$ cat src/rtl/mem_arb.sv
// Two-master data-BRAM arbiter: fixed priority with an m1 starvation guard by default,
// or a 1-bit round-robin pointer when MEM_ARB_RR_EN is defined.
module mem_arb #(
  parameter int unsigned STARVE_LIMIT = 8
) (
  input  logic        clk,
  input  logic        rst,
  input  logic        m0_req,
  input  logic [31:0] m0_addr,
  input  logic [3:0]  m0_wea,
  input  logic [31:0] m0_wr_data,
  output logic        m0_gnt,
  output logic [31:0] m0_rd_data,
  output logic        m0_rd_valid,
  input  logic        m1_req,
  input  logic [31:0] m1_addr,
  input  logic [3:0]  m1_wea,
  input  logic [31:0] m1_wr_data,
  output logic        m1_gnt,
  output logic [31:0] m1_rd_data,
  output logic        m1_rd_valid,
  output logic        cpu_stall,
  output logic        mem_en,
  output logic [31:0] mem_addr,
  output logic [3:0]  mem_wea,
  output logic [31:0] mem_wr_data,
  input  logic [31:0] mem_rd_data
);

  localparam int unsigned DW = 32;
  localparam int unsigned BW = 4;
  localparam int unsigned CW = 8;

  logic          g0;
  logic          g1;
  logic          ret_valid;
  logic          ret_owner;
  logic [DW-1:0] hold0;
  logic [DW-1:0] hold1;

`ifdef MEM_ARB_RR_EN
  logic ptr;

  // Pointer's master wins on contention; a lone requester always wins.
  always_comb begin
    g0 = 1'b0;
    g1 = 1'b0;
    if (!rst) begin
      if (m0_req && m1_req) begin
        g0 = ~ptr;
        g1 = ptr;
      end else begin
        g0 = m0_req;
        g1 = m1_req;
      end
    end
  end

  always_ff @(posedge clk or posedge rst) begin
    if (rst)     ptr <= 1'b0;
    else if (g0) ptr <= 1'b1;
    else if (g1) ptr <= 1'b0;
  end
`else
  logic [CW-1:0] starve;
  logic          force1;

  assign force1 = (starve == CW'(STARVE_LIMIT));

  // m0 has priority unless m1 has been denied STARVE_LIMIT cycles in a row.
  always_comb begin
    g0 = 1'b0;
    g1 = 1'b0;
    if (!rst) begin
      if (m1_req && (!m0_req || force1)) g1 = 1'b1;
      else if (m0_req)                   g0 = 1'b1;
    end
  end

  always_ff @(posedge clk or posedge rst) begin
    if (rst)                          starve <= '0;
    else if (!m1_req || g1)           starve <= '0;
    else if (starve != {CW{1'b1}})    starve <= starve + CW'(1);
  end
`endif

  // One outstanding read return, tagged with the master that issued it.
  always_ff @(posedge clk or posedge rst) begin
    if (rst) begin
      ret_valid <= 1'b0;
      ret_owner <= 1'b0;
    end else begin
      ret_valid <= (g0 && (m0_wea == BW'(0))) || (g1 && (m1_wea == BW'(0)));
      ret_owner <= g1;
    end
  end

  assign m0_rd_valid = ret_valid && !ret_owner;
  assign m1_rd_valid = ret_valid && ret_owner;

  always_ff @(posedge clk or posedge rst) begin
    if (rst) begin
      hold0 <= '0;
      hold1 <= '0;
    end else begin
      if (m0_rd_valid) hold0 <= mem_rd_data;
      if (m1_rd_valid) hold1 <= mem_rd_data;
    end
  end

  assign m0_rd_data = m0_rd_valid ? mem_rd_data : hold0;
  assign m1_rd_data = m1_rd_valid ? mem_rd_data : hold1;

  // BRAM port mux; everything reads as zero when idle.
  always_comb begin
    mem_en      = 1'b0;
    mem_addr    = '0;
    mem_wea     = '0;
    mem_wr_data = '0;
    if (g0) begin
      mem_en      = 1'b1;
      mem_addr    = m0_addr;
      mem_wea     = m0_wea;
      mem_wr_data = m0_wr_data;
    end else if (g1) begin
      mem_en      = 1'b1;
      mem_addr    = m1_addr;
      mem_wea     = m1_wea;
      mem_wr_data = m1_wr_data;
    end
  end

  assign m0_gnt    = g0;
  assign m1_gnt    = g1;
  assign cpu_stall = !rst && m0_req && !g0;

endmodule

$ cat config.mk
export PLATFORM = sky130hd
export DESIGN_NAME = mem_arb
export DESIGN_NICKNAME = d
export VERILOG_FILES = /design/src/rtl/mem_arb.sv
export SDC_FILE = /design/constraint.sdc
export NUM_CORES = 1
export LEC_CHECK = 0
export ABC_AREA = 1
export BUFFER_PORTS_ARGS = -buffer_cell sky130_fd_sc_hd__buf_2
export CAP_MARGIN = 20
export CORE_AREA = 2 2 121 123
export DETAILED_ROUTE_END_ITERATION = 10
export DIE_AREA = 0 0 123 125
export GPL_TIMING_DRIVEN = 0
export PLACE_DENSITY = 0.63
export SKIP_CTS_REPAIR_TIMING = 1
export SLEW_MARGIN = 15
export SYNTH_ARGS = -nofsm -noshare
export SYNTH_HDL_FRONTEND = slang
export SYNTH_SLANG_ARGS = --single-unit
$ cat constraint.sdc
create_clock -name clk -period 6.45 [get_ports clk]
set_input_delay 1.29 -clock clk [delete_from_list [all_inputs] [get_ports clk]]
set_output_delay 1.29 -clock clk [all_outputs]
set_load 0.005 [all_outputs]
Word level (Yosys, flattened, before mapping)
Cells that the tools add are included.
{"block": "word_totals", "inputBits": 172, "output_inout_bits": 138, "wordCells": 43, "regBits": 74}
{"block": "classes", "n_mux": 17, "reduce_logical": 18, "n_eq_ne": 2, "add_sub_neg": 1}
{"operator": "$mux 32", "n": 6}
{"operator": "$mux 8", "n": 2}
{"operator": "$add 8x1->8 const B", "n": 1}
{"operator": "$eq 8x4->1 const B", "n": 1}
{"operator": "$logic_not 4->1", "n": 2}
{"operator": "$mux 4", "n": 2}
{"operator": "$ne 8x8->1 const B", "n": 1}
{"operator": "$logic_and 1x1->1", "n": 7}
{"operator": "$mux 1", "n": 7}
{"operator": "$logic_not 1->1", "n": 5}
{"operator": "$logic_or 1x1->1", "n": 3}
{"operator": "$reduce_bool 2->1", "n": 1}

Logic depth before layout (Yosys ltp)
{"block": "logic_depth", "word_depth": 7, "mapped_depth": 9, "ltp_nobuf": 9}

Worst setup path before layout
Ideal clock, no wire load.
{"block": "synth_path", "path_type": "input -> output", "startpoint": "input rst", "endpoint": "output mem_addr[22]", "path_buffers": 2, "cell_stages": 5, "required_ns": 5.160, "setup_slack_ns": 0.917, "arrival_ns": 4.243, "cell_sequence": "clkbuf_1 > inv_2 > clkbuf_1 > nand4_1 > nand2_1"}
{"block": "synth_between", "elab_chain_cells": 3, "elab_cells_between_ends": 4, "classes_between": "4 x mux"}
{"item": "start: declaration", "line_no": "7", "rtl": "input logic rst,"}
{"item": "$mux 1", "line_no": "74", "rtl": "if (!rst) begin"}
{"item": "$mux 32", "line_no": "125", "rtl": "end else if (g1) begin"}
{"item": "$mux 32 (*)", "line_no": "120", "rtl": "if (g0) begin"}
{"item": "end: declaration", "line_no": "24", "rtl": "output logic [31:0] mem_addr,"}
Mark *: on every way between the ends. The rest lies on a longest branch, timed or not.

Worst setup path after layout
{"block": "layout_path", "startpoint": "input rst", "endpoint": "output mem_addr[23]"}
Same word-level chain as after synthesis.

==> qor.csv <==
metric;value;unit
dp_slack;2.266;ns
clkLatencyLatePin;0.32;ns
grt_setup_unrepaired;false;
min_period;4.123;ns
nFillCells;1507;
worstMarginPinSlew;0.6310;ns
path_max_fanout;46;
total_power;1427;µW
die_h;125;µm
yosysSeqAreaShare;44.78;%
hold_path.class;flip-flop to flip-flop;
hold_depth;2;
yosysWarnings;0;
antenna_found_initial;0;
p_per_area;229.1;nW/µm²
start_util;29.11;%
drv_slew;0;
utilization;43.86;%
h-tree-depth;3;
maxCapViolations;0;
yosysTopAreaCellShare;44.78;%
clock-sinks;74;
min-delay-start;hold1[5];
dp_cells;1063;
cts_tree;built;
ys_top_cells_by_area;dfrtp_1 (45%), nand2_1 (14%), nand4_1 (11%);
place_hpwl;14.11;mm
final_net_count;1064;
yosys.area_share.adder;0.6051;%
mostFrequentLayoutCells;buf_2 (322), nand2_1 (149), nand3_1 (76);
worstPathArrival;2.83;ns
max_freq;242.5;MHz
drc;0;
cp-start-kind;input pin;
grt_pass1_vias;4885;
ctsLongestPathBuffers;2;
outcome;completed;
grt_overflow;0;
final_common_cell;buf_2;
synth_nets;745;
hold_violations;0;
final-setup-viol-count;0;
critical_path_class;input pin to output pin;
routed_wl;17.37;mm
clk_pin_slew;0.05;ns
cp-end-kind;output pin;
whs_endpoint;hold1[5];
vias;5208;
finClkSkew;0.004211;ns
r2r_end;ret_owner;
p_leak;0.003626;µW
whs;0.4856;ns
num_rows;44;
regToRegSetupSlack;4.28;ns
routedWlPerCell;16.08;µm
core-area;14200;µm²
dieArea;15380;µm²
syn_inst;571;
max_slew_margin;57.85;%
dr.pass1.iters;5;
rr_worst_depth;7;
place.gp.congestion;0.9019;
viasPerCell;4.822;
fp.dieW;123;µm
grt_pass1_wl;26.03;mm
area_delta_synth_final;50.65;%
cts_root_buffer;clkbuf_16;
ys_types;19;
synth_seq_cells;74;
r2r-start;starve[0];
yosys.area.top_type;dfrtp_1;
muxShareOfSynthArea;0;%
portBuffers;307;
grt_start_max_net_pins;47;
cts_buffers;9;
grt_usage;21.80;%
ant_nets;0;
peakVddDrop;0.1200;mV
synth_xor_area_share;0.2118;%
synth_simple_gate_area_share;35.98;%
final_critical_path_setup_slack;2.327;ns
fin_crit_sh;63.92;%
final_cell_count_no_fill;1080;
synth_area;4135;µm²
drtIter0Drc;295;
avgSynthCellArea;7.242;µm²
required;5.16;ns
synth_compound_area_share;8.986;%
synth_top_family_by_area;simple AND/OR/NAND/NOR gates;
pin_count;310;
drive_above_1_share;38.32;%
power by group:
part | switching (µW) | internal (µW)
combinational | 209 | 164
clock | 187 | 301
sequential | 20.5 | 546
worst max-delay path: stages:
cell	delay [ns]
clkbuf_1	0.15
inv_2	0.21
clkbuf_4	0.52
buf_16	0.30
nand4_1	0.13
nand2_1	0.09
buf_2	0.13
how the worst max path moves through the flow:
stage | start | endpoint | slack (ns) | depth (start not counted)
finish | rst | mem_addr[23] | 2.33 | 7
global route | rst | mem_addr[23] | 2.12 | 7
CTS | rst | mem_addr[23] | 2.27 | 7
detailed placement | rst | mem_addr[23] | 2.27 | 7
global placement | rst | mem_addr[22] | -0.48 | 6
floorplan | rst | mem_addr[22] | 0.92 | 5
area by class of cell:
type / count / area (µm²) / share of cell area [%]
Antenna cell: 1 / 2.502 / 0.04017
Buffer: 50 / 210.2 / 3.374
Clock buffer: 10 / 229.0 / 3.675
Clock inverter: 6 / 65.06 / 1.044
Inverter: 49 / 183.9 / 2.952
Multi-Input combinational cell: 398 / 1893 / 30.39
Sequential cell: 74 / 1852 / 29.72
Tap cell: 184 / 230.2 / 3.696
Timing Repair Buffer: 308 / 1564 / 25.11
cell usage after synthesis:
cell      count
xor2_1        1
ha_1          2
nand4_1      70
nor2_1       23
and2_0        1
inv_1        47
nand2_1     149
nor3_1        1
a21oi_1       1
o21bai_1      1
inv_2         2
o21ai_0      70
dfrtp_1      74
o21ai_2       1
clkbuf_1     35
nand2_2       1
buf_2        15
nor4_1        1
nand3_1      76
per-stage QoR:
step | cell area [µm²] | setup TNS [ns]
CTS | 6227 | 0
finish | 6230 | 0
floorplan | 4135 | 0
detailed placement | 5933 | 0
global placement | 5902 | -3.565
global route | 6227 | 0
logic make-up (layout without fill, tap and decap cells):
group	after synthesis	in the layout
flops	74	74
compound gates	73	73
xor+xnor	1	1
buf+inv	99	423
other cells	0	1
fa+ha+maj	2	2
simple gates	322	322
flip-flops by register name, summed over array words and instances (netlist names):
signal / cells
hold0: 32
starve: 8
hold1: 32
ret_valid: 1
ret_owner: 1
per-layer routing:
metal	up-vias	routed length, µm	track usage, %
met3	19	1499	5.703
met1	2385	6950	26.91
met4	0	317	6.417
met5	-	0	0
met2	225	8599	37.11
li1	2579	-	-
No activity file was read; power rests on OpenSTA's default activity.
